**src/rtl/div_issue_ctrl.sv**
```systemverilog
// rtl/div_issue_ctrl.sv - issue/capture sequencer between EXE and the signed/unsigned divider cores
module div_issue_ctrl (
  input  logic        clk,
  input  logic        resetn,
  input  logic        req_valid,
  input  logic        req_signed,
  input  logic [31:0] req_dividend,
  input  logic [31:0] req_divisor,
  output logic        req_ready,
  input  logic        flush,
  output logic        resp_valid,
  input  logic        resp_ready,
  output logic [31:0] resp_quot,
  output logic [31:0] resp_rem,
  output logic        busy,
  output logic [31:0] dividend_tdata,
  output logic [31:0] divisor_tdata,
  output logic        s_dividend_tvalid,
  output logic        s_divisor_tvalid,
  input  logic        s_dividend_tready,
  input  logic        s_divisor_tready,
  input  logic        s_dout_tvalid,
  input  logic [63:0] s_dout_tdata,
  output logic        u_dividend_tvalid,
  output logic        u_divisor_tvalid,
  input  logic        u_dividend_tready,
  input  logic        u_divisor_tready,
  input  logic        u_dout_tvalid,
  input  logic [63:0] u_dout_tdata
);

  typedef enum logic [2:0] {IDLE, SEND, WAIT, DONE, DRAIN} state_t;

  state_t      state_q, state_d;
  logic        sel_signed_q, sel_signed_d;
  logic        dvd_sent_q, dvd_sent_d;
  logic        dvs_sent_q, dvs_sent_d;
  logic        cancel_q, cancel_d;
  logic [31:0] dividend_q, dividend_d;
  logic [31:0] divisor_q, divisor_d;
  logic [31:0] quot_q, quot_d;
  logic [31:0] rem_q, rem_d;

  logic        dvd_tvalid, dvs_tvalid;
  logic        dvd_tready, dvs_tready;
  logic        dout_tvalid;
  logic [63:0] dout_tdata;

  // Channel valids are pure state decodes, so they cannot drop before their handshake
  assign dvd_tvalid = (state_q == SEND) && !dvd_sent_q;
  assign dvs_tvalid = (state_q == SEND) && !dvs_sent_q;

  assign s_dividend_tvalid = dvd_tvalid && sel_signed_q;
  assign s_divisor_tvalid  = dvs_tvalid && sel_signed_q;
  assign u_dividend_tvalid = dvd_tvalid && !sel_signed_q;
  assign u_divisor_tvalid  = dvs_tvalid && !sel_signed_q;

  // Only the selected core's readies and result pulse are ever looked at
  assign dvd_tready  = sel_signed_q ? s_dividend_tready : u_dividend_tready;
  assign dvs_tready  = sel_signed_q ? s_divisor_tready  : u_divisor_tready;
  assign dout_tvalid = sel_signed_q ? s_dout_tvalid     : u_dout_tvalid;
  assign dout_tdata  = sel_signed_q ? s_dout_tdata      : u_dout_tdata;

  assign req_ready      = (state_q == IDLE);
  assign busy           = (state_q != IDLE);
  assign resp_valid     = (state_q == DONE);
  assign resp_quot      = quot_q;
  assign resp_rem       = rem_q;
  assign dividend_tdata = dividend_q;
  assign divisor_tdata  = divisor_q;

  // Next-state and datapath-latch computation for the issue/capture sequence
  always_comb begin
    state_d      = state_q;
    sel_signed_d = sel_signed_q;
    dvd_sent_d   = dvd_sent_q;
    dvs_sent_d   = dvs_sent_q;
    cancel_d     = cancel_q;
    dividend_d   = dividend_q;
    divisor_d    = divisor_q;
    quot_d       = quot_q;
    rem_d        = rem_q;
    case (state_q)
      IDLE: begin
        if (req_valid && !flush) begin
          dividend_d   = req_dividend;
          divisor_d    = req_divisor;
          sel_signed_d = req_signed;
          dvd_sent_d   = 1'b0;
          dvs_sent_d   = 1'b0;
          cancel_d     = 1'b0;
          state_d      = SEND;
        end
      end
      SEND: begin
        dvd_sent_d = dvd_sent_q || (dvd_tvalid && dvd_tready);
        dvs_sent_d = dvs_sent_q || (dvs_tvalid && dvs_tready);
        // A flush cannot retract an offered operand, so remember it and drain later
        cancel_d   = cancel_q || flush;
        if (dvd_sent_d && dvs_sent_d) begin
          state_d = cancel_d ? DRAIN : WAIT;
        end
      end
      WAIT: begin
        if (dout_tvalid && flush) begin
          state_d = IDLE;
        end else if (dout_tvalid) begin
          quot_d  = dout_tdata[63:32];
          rem_d   = dout_tdata[31:0];
          state_d = DONE;
        end else if (flush) begin
          state_d = DRAIN;
        end
      end
      DONE: begin
        if (flush || resp_ready) begin
          state_d = IDLE;
        end
      end
      DRAIN: begin
        if (dout_tvalid) begin
          state_d = IDLE;
        end
      end
      default: state_d = IDLE;
    endcase
  end

  // State and latch registers; reset also aborts any in-flight operation
  always_ff @(posedge clk) begin
    if (!resetn) begin
      state_q      <= IDLE;
      sel_signed_q <= 1'b0;
      dvd_sent_q   <= 1'b0;
      dvs_sent_q   <= 1'b0;
      cancel_q     <= 1'b0;
      dividend_q   <= 32'd0;
      divisor_q    <= 32'd0;
      quot_q       <= 32'd0;
      rem_q        <= 32'd0;
    end else begin
      state_q      <= state_d;
      sel_signed_q <= sel_signed_d;
      dvd_sent_q   <= dvd_sent_d;
      dvs_sent_q   <= dvs_sent_d;
      cancel_q     <= cancel_d;
      dividend_q   <= dividend_d;
      divisor_q    <= divisor_d;
      quot_q       <= quot_d;
      rem_q        <= rem_d;
    end
  end

endmodule

```
**config.mk**
```make
export PLATFORM = sky130hd
export DESIGN_NAME = div_issue_ctrl
export DESIGN_NICKNAME = d
export VERILOG_FILES = /design/src/rtl/div_issue_ctrl.sv
export SDC_FILE = /design/constraint.sdc
export NUM_CORES = 1
export LEC_CHECK = 0
export BUFFER_PORTS_ARGS = -buffer_cell sky130_fd_sc_hd__buf_2
export CAP_MARGIN = 20
export CORE_AREA = 4 4 128 130
export CTS_CLUSTER_DIAMETER = 120
export DETAILED_ROUTE_END_ITERATION = 16
export DIE_AREA = 0 0 132 134
export PLACE_DENSITY = 0.71
export SLEW_MARGIN = 10
export SYNTH_ARGS = -nofsm -noshare
export SYNTH_HDL_FRONTEND = slang
export SYNTH_SLANG_ARGS = --single-unit
```
**constraint.sdc**
```tcl
create_clock -name clk -period 4.2 [get_ports clk]
set_input_delay 0.42 -clock clk [delete_from_list [all_inputs] [get_ports clk]]
set_output_delay 0.42 -clock clk [all_outputs]
set_load 0.02 [all_outputs]
```
==> out/results.ini <==
[placed_design]
place_area_mm2 = 0.00736
place_hpwl_um = 13600
place_ws_ns = 1.90
gp_congestion = 0.783
dp_cells = 1103
port_buffers = 338

[detailed_routing]
firstDrtPassIters = 4
totalWireLength_um = 18200
vias = 5463
vias_per_cell = 4.82
drtIter0Drc = 163
wl_per_cell_um = 16.0
drc = 0
antenna_left = 0

[critical_path]
reg2reg_depth = 5
cp-end-kind = output port
criticalPathCategory = register to output port
cp.required_ns = 3.78
startpoint_type = register
cp_max_fo = 51
timing.rr.end = divisor_tdata[3]
r2r_start = state_q[2]
rrSetupSlack_ns = 1.91
arrival_ns = 2.06

[clocking]
clk_pin_slew_ns = 0.06
root_buffer = clkbuf_16
numCtsBuffers = 17
htree_levels = 4
cts_tree = done
cts_setup_buffers = 0
clk_latency_ns = 0.41
cts_hold_buffers = 0
ctsLongestPathBuffers = 2
cts.repair.resized = 0
cts_num_sinks = 135

[power_and_ir_drop]
p_total_uw = 3680
powerDensity_mw_per_mm2 = 462
leakagePower_uw = 0.00351
ir_drop_mv = 0.314

[floorplanning]
pin_count = 339
die_h_um = 134
die_w_um = 132
row_count = 45
die-area_mm2 = 0.0177
initial_core_util_pct = 36.9
coreArea_mm2 = 0.0151

[synthesis]
dominantRegCellSynth = dfxtp_1
syn_avg_cell_area_um2 = 8.99
synth_cell_types = 35
synthArstFlopShare_pct = 0
synth_area_mm2 = 0.00559
synth_nets = 826
synth-seq-cells = 135
synth_edf_count = 0
ys_warn_count = 0
postSynthCellCount = 622
ys_seq_area_share_pct = 48.3

[finish]
seq_area_mm2 = 0.00271
fin_nets = 1138
mostFrequentLayoutCells = 338 x buf_2, 134 x dfxtp_1, 132 x nand2_1
final_common_cell = buf_2
drive_gt1_share_pct = 43.9
layoutNonFillerInstCount = 1134
area_delta_synth_final_pct = 42.6
multi_input_area_mm2 = 0.00265
fill_cells = 1422
final_area_mm2 = 0.00798

[run]
cap_violations = 0

[global_route]
track_usage_pct = 20.0
antenna_found_initial = 1
grt_pass1_vias = 5354
grt_max_degree = 107
grt_pass1_wl_um = 28200
grt_overflow = 0

[timing]
setup_viol = 0
final_max_slew_viol_count = 0
rsz0062_at_grt = no
fin_setup_tns_ns = 0
fin_crit_ns = 2.48
period_share_pct = 58.9
fin_ws_ns = 1.72
fmax_mhz = 404
slew_headroom_pct = 37.7
hold_viol = 0
worstMarginPinSlew_ns = 0.934
finClkSkew_ns = 0.00960

[worst_hold_path]
hold_start = req_dividend[8]
hold_class = primary input to register
hold_path_end = dividend_tdata[8]
hold_depth = 3

[run_status]
status = completed

-- registers in the layout, summed over array words and instances (netlist names) --
signal and flops:
resp_quot 32, resp_rem 32, sel_signed_q 1, dvs_sent_q 1, cancel_q 1, dvd_sent_q 1
divisor_tdata 32, state_q 3, dividend_tdata 32
-- worst max-delay path by stage --
| stage | from | endpoint | depth (start not counted) |
|---|---|---|---|
| after CTS | sel_signed_q | u_divisor_tvalid | 3 |
| after floorplan | state_q[0] | s_dividend_tvalid | 4 |
| after global routing | sel_signed_q | u_divisor_tvalid | 3 |
| after global placement | state_q[2] | divisor_tdata[3] | 5 |
| final | sel_signed_q | u_divisor_tvalid | 3 |
| after detailed placement | state_q[2] | dividend_tdata[18] | 5 |
-- cell usage after synthesis, types with 2 or more instances --
library cell,number,area share [%]
buf_4,6,0.81
o21ai_0,2,0.18
clkbuf_1,24,1.6
dfxtp_1,135,48
nor2b_1,2,0.22
a21oi_1,69,6.2
nand2b_1,2,0.22
mux2i_1,66,12
a211oi_1,34,4.6
nand3_1,2,0.18
buf_1,2,0.13
nor3b_1,3,0.40
inv_1,2,0.13
nand2_1,132,8.9
mux2_2,2,0.40
nor2_1,70,4.7
a211oi_2,30,6.7
nor3_1,3,0.27
buf_2,20,1.8
-- power by group --
part	switching (uW)	internal, uW	total [uW]	leakage (uW)
combinational	444	272	716	0.00213
sequential	61.7	1370	1430	0.00110
clock	558	982	1540	0.000290
total	1060	2620	3680	0.00351
-- kinds of logic (layout without fill, tap and decap cells) --
logic type	Yosys count	after routing	synth area share, %
and+or+nand+nor	220	220	15.7
AOI/OAI and AO/OA	143	143	19.1
DFF	135	135	48.3
muxes	68	68	12.2
buffers and inverters	56	379	4.61
other	0	1	0
-- critical path: stages, from the launching register on --
cell and delay (ns):
dfxtp_4 0.56, buf_4 0.75, nor3_1 0.11, buf_2 0.21
-- metal layers --
layer	share of wire, %	vias up	global-route usage [%]
met5	0.071	-	0
met4	1.5	2	5.60
met3	9.6	19	8.55
met2	50	237	34.9
met1	39	2439	22.2
li1	-	2766	-
-- final cells by class --
| class | instances | area share [%] |
|---|---|---|
| Sequential cell | 135 | 33.9 |
| Multi-Input combinational cell | 431 | 33.2 |
| Timing Repair Buffer | 345 | 22.0 |
| Clock buffer | 20 | 5.87 |
| Tap cell | 188 | 2.95 |
| Clock inverter | 10 | 1.80 |
| Inverter | 4 | 0.220 |
| Antenna cell | 1 | 0.0314 |
-- through the flow --
stage,utilization [%],hold slack [ns]
floorplan,-,0.482
global placement,48.6,0.439
detailed placement,48.6,0.443
CTS,52.6,0.220
global route,52.6,0.227
finish,52.7,0.243
(Power assumes the default switching activity.)
